File: src/rtl/alu_pkg.sv
// Shared opcode, operand-source and state encodings for the sequential ALU.
// The helper below selects which operations run on the iterative unit.
package alu_pkg;

  typedef enum logic [2:0] {
    OP_ADD = 3'b000,
    OP_AND = 3'b001,
    OP_NOT = 3'b010,
    OP_XOR = 3'b011,
    OP_SHL = 3'b100,
    OP_SHR = 3'b101,
    OP_SRA = 3'b110,
    OP_MUL = 3'b111
  } alu_op_e;

  typedef enum logic [1:0] {
    SRC_IMM     = 2'b00,
    SRC_PC      = 2'b01,
    SRC_REG     = 2'b10,
    SRC_REG_ALT = 2'b11
  } src_sel_e;

  typedef enum logic [1:0] {
    IDLE = 2'b00,
    EXEC = 2'b01,
    DONE = 2'b10
  } state_e;

  // Shifts and multiply take the iterative path; everything else completes in one cycle.
  function automatic logic is_iter_op(input alu_op_e op);
    return op[2];
  endfunction

endpackage

File: src/rtl/alu_iter_unit.sv
// Iterative shift / shift-add multiply engine. One bit of work per cycle;
// o_result presents the value after the current cycle's iteration so o_done can be consumed directly.
module alu_iter_unit
  import alu_pkg::*;
#(
  parameter int unsigned DATA_W = 8
) (
  input  logic              clk,
  input  logic              rst_n,
  input  logic              i_start,
  input  alu_op_e           i_op,
  input  logic [DATA_W-1:0] i_a,
  input  logic [DATA_W-1:0] i_b,
  output logic              o_busy,
  output logic              o_done,
  output logic [DATA_W-1:0] o_result
);

  localparam int unsigned SHW   = $clog2(DATA_W);
  localparam int unsigned CNT_W = $clog2(DATA_W + 1);

  alu_op_e           r_op;
  logic              r_busy;
  logic [CNT_W-1:0]  r_cnt;
  logic [DATA_W-1:0] r_acc;
  logic [DATA_W-1:0] r_mcand;
  logic [DATA_W-1:0] r_mplr;
  logic [DATA_W-1:0] w_acc_nxt;
  logic [CNT_W-1:0]  w_cnt_init;

  always_comb begin
    w_cnt_init = (i_op == OP_MUL) ? CNT_W'(DATA_W) : CNT_W'(i_b[SHW-1:0]);
  end

  // A zero count still spends one cycle here, leaving the operand untouched.
  always_comb begin
    w_acc_nxt = r_acc;
    if (r_cnt != '0) begin
      case (r_op)
        OP_SHL:  w_acc_nxt = {r_acc[DATA_W-2:0], 1'b0};
        OP_SHR:  w_acc_nxt = {1'b0, r_acc[DATA_W-1:1]};
        OP_SRA:  w_acc_nxt = {r_acc[DATA_W-1], r_acc[DATA_W-1:1]};
        OP_MUL:  w_acc_nxt = r_acc + (r_mplr[0] ? r_mcand : '0);
        default: w_acc_nxt = r_acc;
      endcase
    end
  end

  always_ff @(posedge clk or negedge rst_n) begin
    if (!rst_n) begin
      r_op    <= OP_ADD;
      r_busy  <= 1'b0;
      r_cnt   <= '0;
      r_acc   <= '0;
      r_mcand <= '0;
      r_mplr  <= '0;
    end else if (i_start) begin
      r_busy  <= 1'b1;
      r_op    <= i_op;
      r_cnt   <= w_cnt_init;
      r_acc   <= (i_op == OP_MUL) ? '0 : i_a;
      r_mcand <= i_a;
      r_mplr  <= i_b;
    end else if (r_busy) begin
      r_acc   <= w_acc_nxt;
      r_mcand <= r_mcand << 1;
      r_mplr  <= r_mplr >> 1;
      if (r_cnt != '0) begin
        r_cnt <= r_cnt - CNT_W'(1);
      end
      if (o_done) begin
        r_busy <= 1'b0;
      end
    end
  end

  assign o_busy   = r_busy;
  assign o_done   = r_busy && (r_cnt <= CNT_W'(1));
  assign o_result = w_acc_nxt;

endmodule

File: src/rtl/alu_seq.sv
// Multi-cycle ALU between register read and writeback: operand mux, single-cycle ops,
// handshake FSM and registered NZP/carry/overflow flags. Iterative ops are delegated to alu_iter_unit.
module alu_seq
  import alu_pkg::*;
#(
  parameter int unsigned DATA_W = 8,
  parameter int unsigned IMM_W  = 6,
  parameter int unsigned PC_W   = 6
) (
  input  logic              clk,
  input  logic              rst_n,
  input  logic              in_valid,
  output logic              in_ready,
  input  logic [2:0]        alu_op,
  input  logic [1:0]        source_sel,
  input  logic [IMM_W-1:0]  ins_immediate,
  input  logic [PC_W-1:0]   pc,
  input  logic [DATA_W-1:0] reg_sr1_out,
  input  logic [DATA_W-1:0] reg_sr2_out,
  output logic              out_valid,
  input  logic              out_ready,
  output logic [DATA_W-1:0] result,
  output logic              negative,
  output logic              zero,
  output logic              positive,
  output logic              carry,
  output logic              overflow
);

  state_e            r_state;
  state_e            w_state_nxt;
  logic [DATA_W-1:0] r_result;
  logic              r_neg;
  logic              r_zero;
  logic              r_pos;
  logic              r_carry;
  logic              r_ovf;

  alu_op_e           w_op;
  src_sel_e          w_sel;
  logic [DATA_W-1:0] w_imm_sext;
  logic [DATA_W-1:0] w_a;
  logic [DATA_W-1:0] w_b;
  logic [DATA_W:0]   w_sum;
  logic [DATA_W-1:0] w_single;
  logic              w_single_c;
  logic              w_single_v;
  logic              w_accept;
  logic              w_in_ready;

  logic              w_iter_start;
  logic              w_iter_busy;
  logic              w_iter_done;
  logic [DATA_W-1:0] w_iter_result;

  logic              w_load;
  logic [DATA_W-1:0] w_load_val;
  logic              w_load_c;
  logic              w_load_v;

  assign w_op       = alu_op_e'(alu_op);
  assign w_sel      = src_sel_e'(source_sel);
  assign w_imm_sext = {{(DATA_W-IMM_W+1){ins_immediate[IMM_W-2]}}, ins_immediate[IMM_W-2:0]};

  always_comb begin
    w_a = reg_sr1_out;
    w_b = reg_sr2_out;
    case (w_sel)
      SRC_IMM: w_b = w_imm_sext;
      SRC_PC: begin
        w_a = DATA_W'(pc);
        w_b = DATA_W'(ins_immediate);
      end
      default: ;
    endcase
  end

  assign w_sum = {1'b0, w_a} + {1'b0, w_b};

  always_comb begin
    w_single   = '0;
    w_single_c = 1'b0;
    w_single_v = 1'b0;
    case (w_op)
      OP_ADD: begin
        w_single   = w_sum[DATA_W-1:0];
        w_single_c = w_sum[DATA_W];
        w_single_v = (w_a[DATA_W-1] == w_b[DATA_W-1]) && (w_sum[DATA_W-1] != w_a[DATA_W-1]);
      end
      OP_AND:  w_single = w_a & w_b;
      OP_NOT:  w_single = ~w_b;
      OP_XOR:  w_single = w_a ^ w_b;
      default: ;
    endcase
  end

  // Busy term never overlaps IDLE/DONE; it only guards against restarting the unit mid-operation.
  assign w_in_ready = ((r_state == IDLE) || ((r_state == DONE) && out_ready)) && !w_iter_busy;
  assign w_accept   = in_valid && w_in_ready;

  alu_iter_unit #(
    .DATA_W (DATA_W)
  ) u_iter (
    .clk      (clk),
    .rst_n    (rst_n),
    .i_start  (w_iter_start),
    .i_op     (w_op),
    .i_a      (w_a),
    .i_b      (w_b),
    .o_busy   (w_iter_busy),
    .o_done   (w_iter_done),
    .o_result (w_iter_result)
  );

  always_ff @(posedge clk or negedge rst_n) begin
    if (!rst_n) begin
      r_state <= IDLE;
    end else begin
      r_state <= w_state_nxt;
    end
  end

  // An accept in DONE retires the held result and starts the new op on the same edge.
  always_comb begin
    w_state_nxt  = r_state;
    w_iter_start = 1'b0;
    w_load       = 1'b0;
    w_load_val   = w_single;
    w_load_c     = w_single_c;
    w_load_v     = w_single_v;
    case (r_state)
      EXEC: begin
        if (w_iter_done) begin
          w_state_nxt = DONE;
          w_load      = 1'b1;
          w_load_val  = w_iter_result;
          w_load_c    = 1'b0;
          w_load_v    = 1'b0;
        end
      end
      DONE: begin
        if (out_ready) begin
          w_state_nxt = IDLE;
        end
      end
      default: ;
    endcase
    if (w_accept) begin
      if (is_iter_op(w_op)) begin
        w_state_nxt  = EXEC;
        w_iter_start = 1'b1;
      end else begin
        w_state_nxt = DONE;
        w_load      = 1'b1;
      end
    end
  end

  always_ff @(posedge clk or negedge rst_n) begin
    if (!rst_n) begin
      r_result <= '0;
      r_neg    <= 1'b0;
      r_zero   <= 1'b1;
      r_pos    <= 1'b0;
      r_carry  <= 1'b0;
      r_ovf    <= 1'b0;
    end else if (w_load) begin
      r_result <= w_load_val;
      r_neg    <= w_load_val[DATA_W-1];
      r_zero   <= (w_load_val == '0);
      r_pos    <= !w_load_val[DATA_W-1] && (|w_load_val);
      r_carry  <= w_load_c;
      r_ovf    <= w_load_v;
    end
  end

  assign in_ready  = w_in_ready;
  assign out_valid = (r_state == DONE);
  assign result    = r_result;
  assign negative  = r_neg;
  assign zero      = r_zero;
  assign positive  = r_pos;
  assign carry     = r_carry;
  assign overflow  = r_ovf;

endmodule
File: config.mk
export PLATFORM = sky130hd
export DESIGN_NAME = alu_seq
export DESIGN_NICKNAME = d
export VERILOG_FILES = /design/src/rtl/alu_pkg.sv /design/src/rtl/alu_iter_unit.sv /design/src/rtl/alu_seq.sv
export SDC_FILE = /design/constraint.sdc
export NUM_CORES = 1
export LEC_CHECK = 0
export ABC_AREA = 1
export BUFFER_PORTS_ARGS = -buffer_cell sky130_fd_sc_hd__clkbuf_2
export CORE_MARGIN = 5
export CORE_UTILIZATION = 56
export DETAILED_ROUTE_END_ITERATION = 10
export PLACE_DENSITY = 0.79
export SLEW_MARGIN = 40
export SYNTH_ARGS = -nofsm -noshare
export SYNTH_HDL_FRONTEND = slang
export SYNTH_SLANG_ARGS = --single-unit
export TNS_END_PERCENT = 50
File: constraint.sdc
create_clock -name clk -period 5.3 [get_ports clk]
set_input_delay 1.59 -clock clk [delete_from_list [all_inputs] [get_ports clk]]
set_output_delay 1.59 -clock clk [all_outputs]
set_load 0.05 [all_outputs]
==> summary.md <==
The peak fanout along the critical path was 10. For the final routed database, the setup TNS stands at 0 ns. The clock net sink count is 46, and the total half-perimeter wirelength after legalization and detailed placement is 7970 um. Of all cell types, the one taking the most synthesized area is dfrtp_1. In this run the count of I/O pins placed on the die edge is 52. Counting flops with an async set or reset pin after synthesis yields a share of 100%.

After detailed routing, the number of vias per cell comes to 5.73. The number of antenna violations at the first check in global routing is 0. Setup repair after global routing left no endpoint under its margin. The startpoint of the most critical hold path is result[1]. The logic depth of the worst register-to-register path is 15. Row generation in the floorplan step produced 29 rows. Among cell families on the critical path, the largest total delay comes from simple AND/OR/NAND/NOR gates. In this design, the stage delay of the slowest critical-path cell is 0.33 ns. Cell at the slowest stage of the critical path: ha_1. Leaving out filler cells and counting taps, the final layout contains 670. The total buffers and inverters traversed by the critical path works out to 5.

The H-tree generated during clock tree synthesis spans 2 levels. For the pin with the worst max-slew slack, the measured transition is 0.595 ns. The routed layout has 3836 vias. The tools report the overall die area as 8310 um2. Clock-pin slew was measured on the worst setup and hold paths at 0.08 ns.

Setup violations remaining at the end of the flow were counted as 0. For this configuration, the core starts out at a cell density of 57.8%. For the data required time at the worst endpoint, the log shows 5.49 ns.

The synthesis-to-layout area growth works out to 11.3%. Setup slack on the worst reg-to-reg path comes out at 2.70 ns. During synthesis, Yosys emitted a total of 0 warnings.

The achievable clock frequency came out at 0.262 GHz. The most numerous cell on the critical path is nand2_1. The logs give 6390 um2 for the area inside the core boundary and 0 for the antenna violation net count after detailed routing. In this run the deepest clock path goes through 2 buffers.

In this run, synthesis inferred 0 flip-flops with an integrated enable. For the worst-skew pair, the clock arrives at the later sink with an insertion delay of 0.30 ns. The run gives 0.886 as the placer's final routability congestion estimate. At the end of the flow, the number of nets in the layout was 650. The critical path goes through clkbuf_2 -> inv_8 -> nand2_8 -> inv_2 -> or2_2 -> o21ai_0 -> inv_1 -> ha_1 -> nand2_1 -> inv_1 -> nand3_1 -> nand2_1 -> nand2_1 -> nand2_1 -> nand2_1 -> nand3_1 -> nand2_1 -> nand2_1 -> nand2_1 -> nor2_2 -> nand3_1 -> nand2_1 -> nand2_1.

In this run the mean area of a mapped cell was 6.81 um2. In this run, placement finished with an instance count of 662. Summed over all layers, the routed wires come to 10000 um. The logs give 31.2% for the share of synthesized area occupied by flip-flops and latches and 600 for the synthesized net count.

Across the routed clock network, the largest skew measured is 0.00889 ns. After routing the design area is 4110 um2. The tools report the hold violation total from the final report as 0. The worst setup path is captured at a flop.

After clock tree synthesis, the repair step resized 0 gates. The run gives 60.1% as the tightest slew margin relative to the limit. Across all hold checks on the routed design, the worst slack comes to 0.491 ns. In this run, post-CTS hold repair placed 0 buffers. The top-area cell type share of the netlist area is 30.5%. Buffers added to address setup during post-CTS repair amount to 0. The wire length of the first global-routing pass is 17300 um, and the cell area power density is 494 nW/um2. The static leakage is 2.26 nW. The tools report the count of cell types in the netlist as 41. For this run, the total global-route usage over all layers was measured as 24.7%. The average detailed-routed wire length per instance is 15.0 um, and the maximum vdd ir drop is 0.000452 V.

The tools report the number of global-route vias before repair as 3705. Across the run, the number of max-cap violations was 0. The repair_antennas step left the layout with diodes totalling 0. The number of port buffers is 51, and the width of the chip is 91.2 um. Register bit count reported by yosys: 46.

Entering global routing, the biggest net connects 47 pins. Period utilization: 72.1%. The commonest cells after synthesis are nand2_1, inv_1, nor2_1. The cell area that synthesis handed to floorplanning was 3690 um2. For this run the aggregate overflow at the end of global routing stands at 0.

Cells fill 64.3% of the core in the end. The number of clock buffers inserted by TritonCTS was 5. The most repeated cell in the gate-level netlist after synthesis was nand2_1.

The worst setup path is launched from a primary input. Among all flip-flop cells after synthesis, the most frequent one is dfrtp_1. By area the synthesized netlist is led by dfrtp_1, nand2_1, inv_1. Data on the critical path arrives at its endpoint at 4.01 ns.

The layout cell share with drive strength beyond 1 is 17.0%, and the height of the die is 91.2 um. The instance count along the most critical hold path came out at 2. In the routed design, unresolved DRC markers number 0.

The number of optimization iterations in the first detailed-route pass is 6, and the count of pins over their slew limit is 0. The placed instances occupy a cell area of 4010 um2. TritonCTS built the clock tree. The worst hold path terminates at result[1]. The endpoint of the most critical register-to-register path was positive. For the finished layout, the period the worst path requires is 3.82 ns. The worst hold path belongs to the class flop to flop.

The flow ran to the end, and the final reports show no timing, DRC or antenna violations. Synthesis produced a netlist whose cell count is 542. Critical path start-end classification: primary input to flop.

In this run, the number of DRC markers left after iteration 0 of detailed routing was 295. In this run the critical register-to-register path is launched from u_iter.r_mplr[0]. The buffer type at the clock tree root is clkbuf_8.
## through the flow
step                      setup WS, ns  power [mW]
after floorplan                   1.39        1.51
after global placement            1.29        1.76
after detailed placement          1.17        1.79
after CTS                         1.48        2.02
after global routing              1.02        2.21
final                             1.48        2.03
## placed cells by master (no fill, tap or decap), types with 2 or more instances in the layout
master | netlist | layout
inv_2 | 11 | 11
ha_1 | 19 | 19
or2_2 | 6 | 6
nand3_1 | 44 | 44
nor2_2 | 7 | 7
fa_1 | 2 | 2
nor2_1 | 47 | 47
inv_1 | 69 | 69
dfrtp_1 | 45 | 45
a211oi_1 | 2 | 2
o21ai_1 | 5 | 5
nor3_2 | 2 | 2
nand3b_1 | 2 | 2
nand2_4 | 4 | 4
o211ai_1 | 4 | 4
xor2_1 | 2 | 2
nor3_1 | 2 | 2
a221oi_1 | 2 | 2
clkbuf_2 | 0 | 51
buf_4 | 1 | 4
a21oi_1 | 26 | 26
clkbuf_8 | 0 | 6
a221o_1 | 4 | 4
o221ai_1 | 3 | 3
a22oi_1 | 7 | 7
a31oi_1 | 12 | 12
o22ai_1 | 6 | 6
o21ai_0 | 33 | 33
nand2_1 | 148 | 148
nand4_1 | 6 | 6
## registers in the layout (all words and copies together), names as in the netlist, 2 cells and up
signal,flops
r_state,2
result,8
u_iter.r_acc,8
u_iter.r_cnt,4
u_iter.r_mcand,8
u_iter.r_mplr,8
u_iter.r_op,3
## power breakdown
part	switching, mW	internal (mW)
clock	0.118	0.105
sequential	0.141	0.506
combinational	0.787	0.372
## per-layer routing
metal,routed length (um),track usage (%),vias up
met2,4690,41.2,164
met1,4510,34.3,1758
met4,216,6.85,0
met5,0,0,-
li1,-,-,1894
met3,596,2.31,20
## area by class of cell
class	instances	area, um2
well taps	77	96.3
inverters	81	312
flip-flops and latches	46	1150
multi-input cells	403	2170
fillers	587	2280
clock inverters	2	12.5
clock buffers	6	82.6
repair buffers	55	285
## kinds of logic after synthesis
| family | after synthesis | synth area share, % |
|---|---|---|
| compound gates | 106 | 17.1 |
| xor+xnor | 2 | 0.475 |
| fa+ha+maj | 21 | 7.53 |
| buf+inv | 93 | 10.1 |
| flops | 46 | 31.2 |
| simple gates | 274 | 33.6 |
## worst register-to-register path: cells and delay by family, from the launching register on
kind	cells	cell delay (ns)
AND/OR/NAND/NOR	9	0.79
AO/OA/AOI/OAI	3	0.53
adder cells (fa/ha/maj)	2	0.68
buffers and inverters	1	0.04
flip-flops	1	0.49
## how the worst max path moves through the flow
stage	startpoint	slack, ns	depth (start not counted)	to
5_1_grt	source_sel[1]	1.02	23	positive
3_5_place_dp	source_sel[1]	1.17	23	positive
4_1_cts	source_sel[1]	1.48	23	positive
2_1_floorplan	out_ready	1.39	2	in_ready
6_report	source_sel[1]	1.48	23	positive
3_3_place_gp	source_sel[1]	1.29	23	positive
No activity file was read; power rests on OpenSTA's default activity.
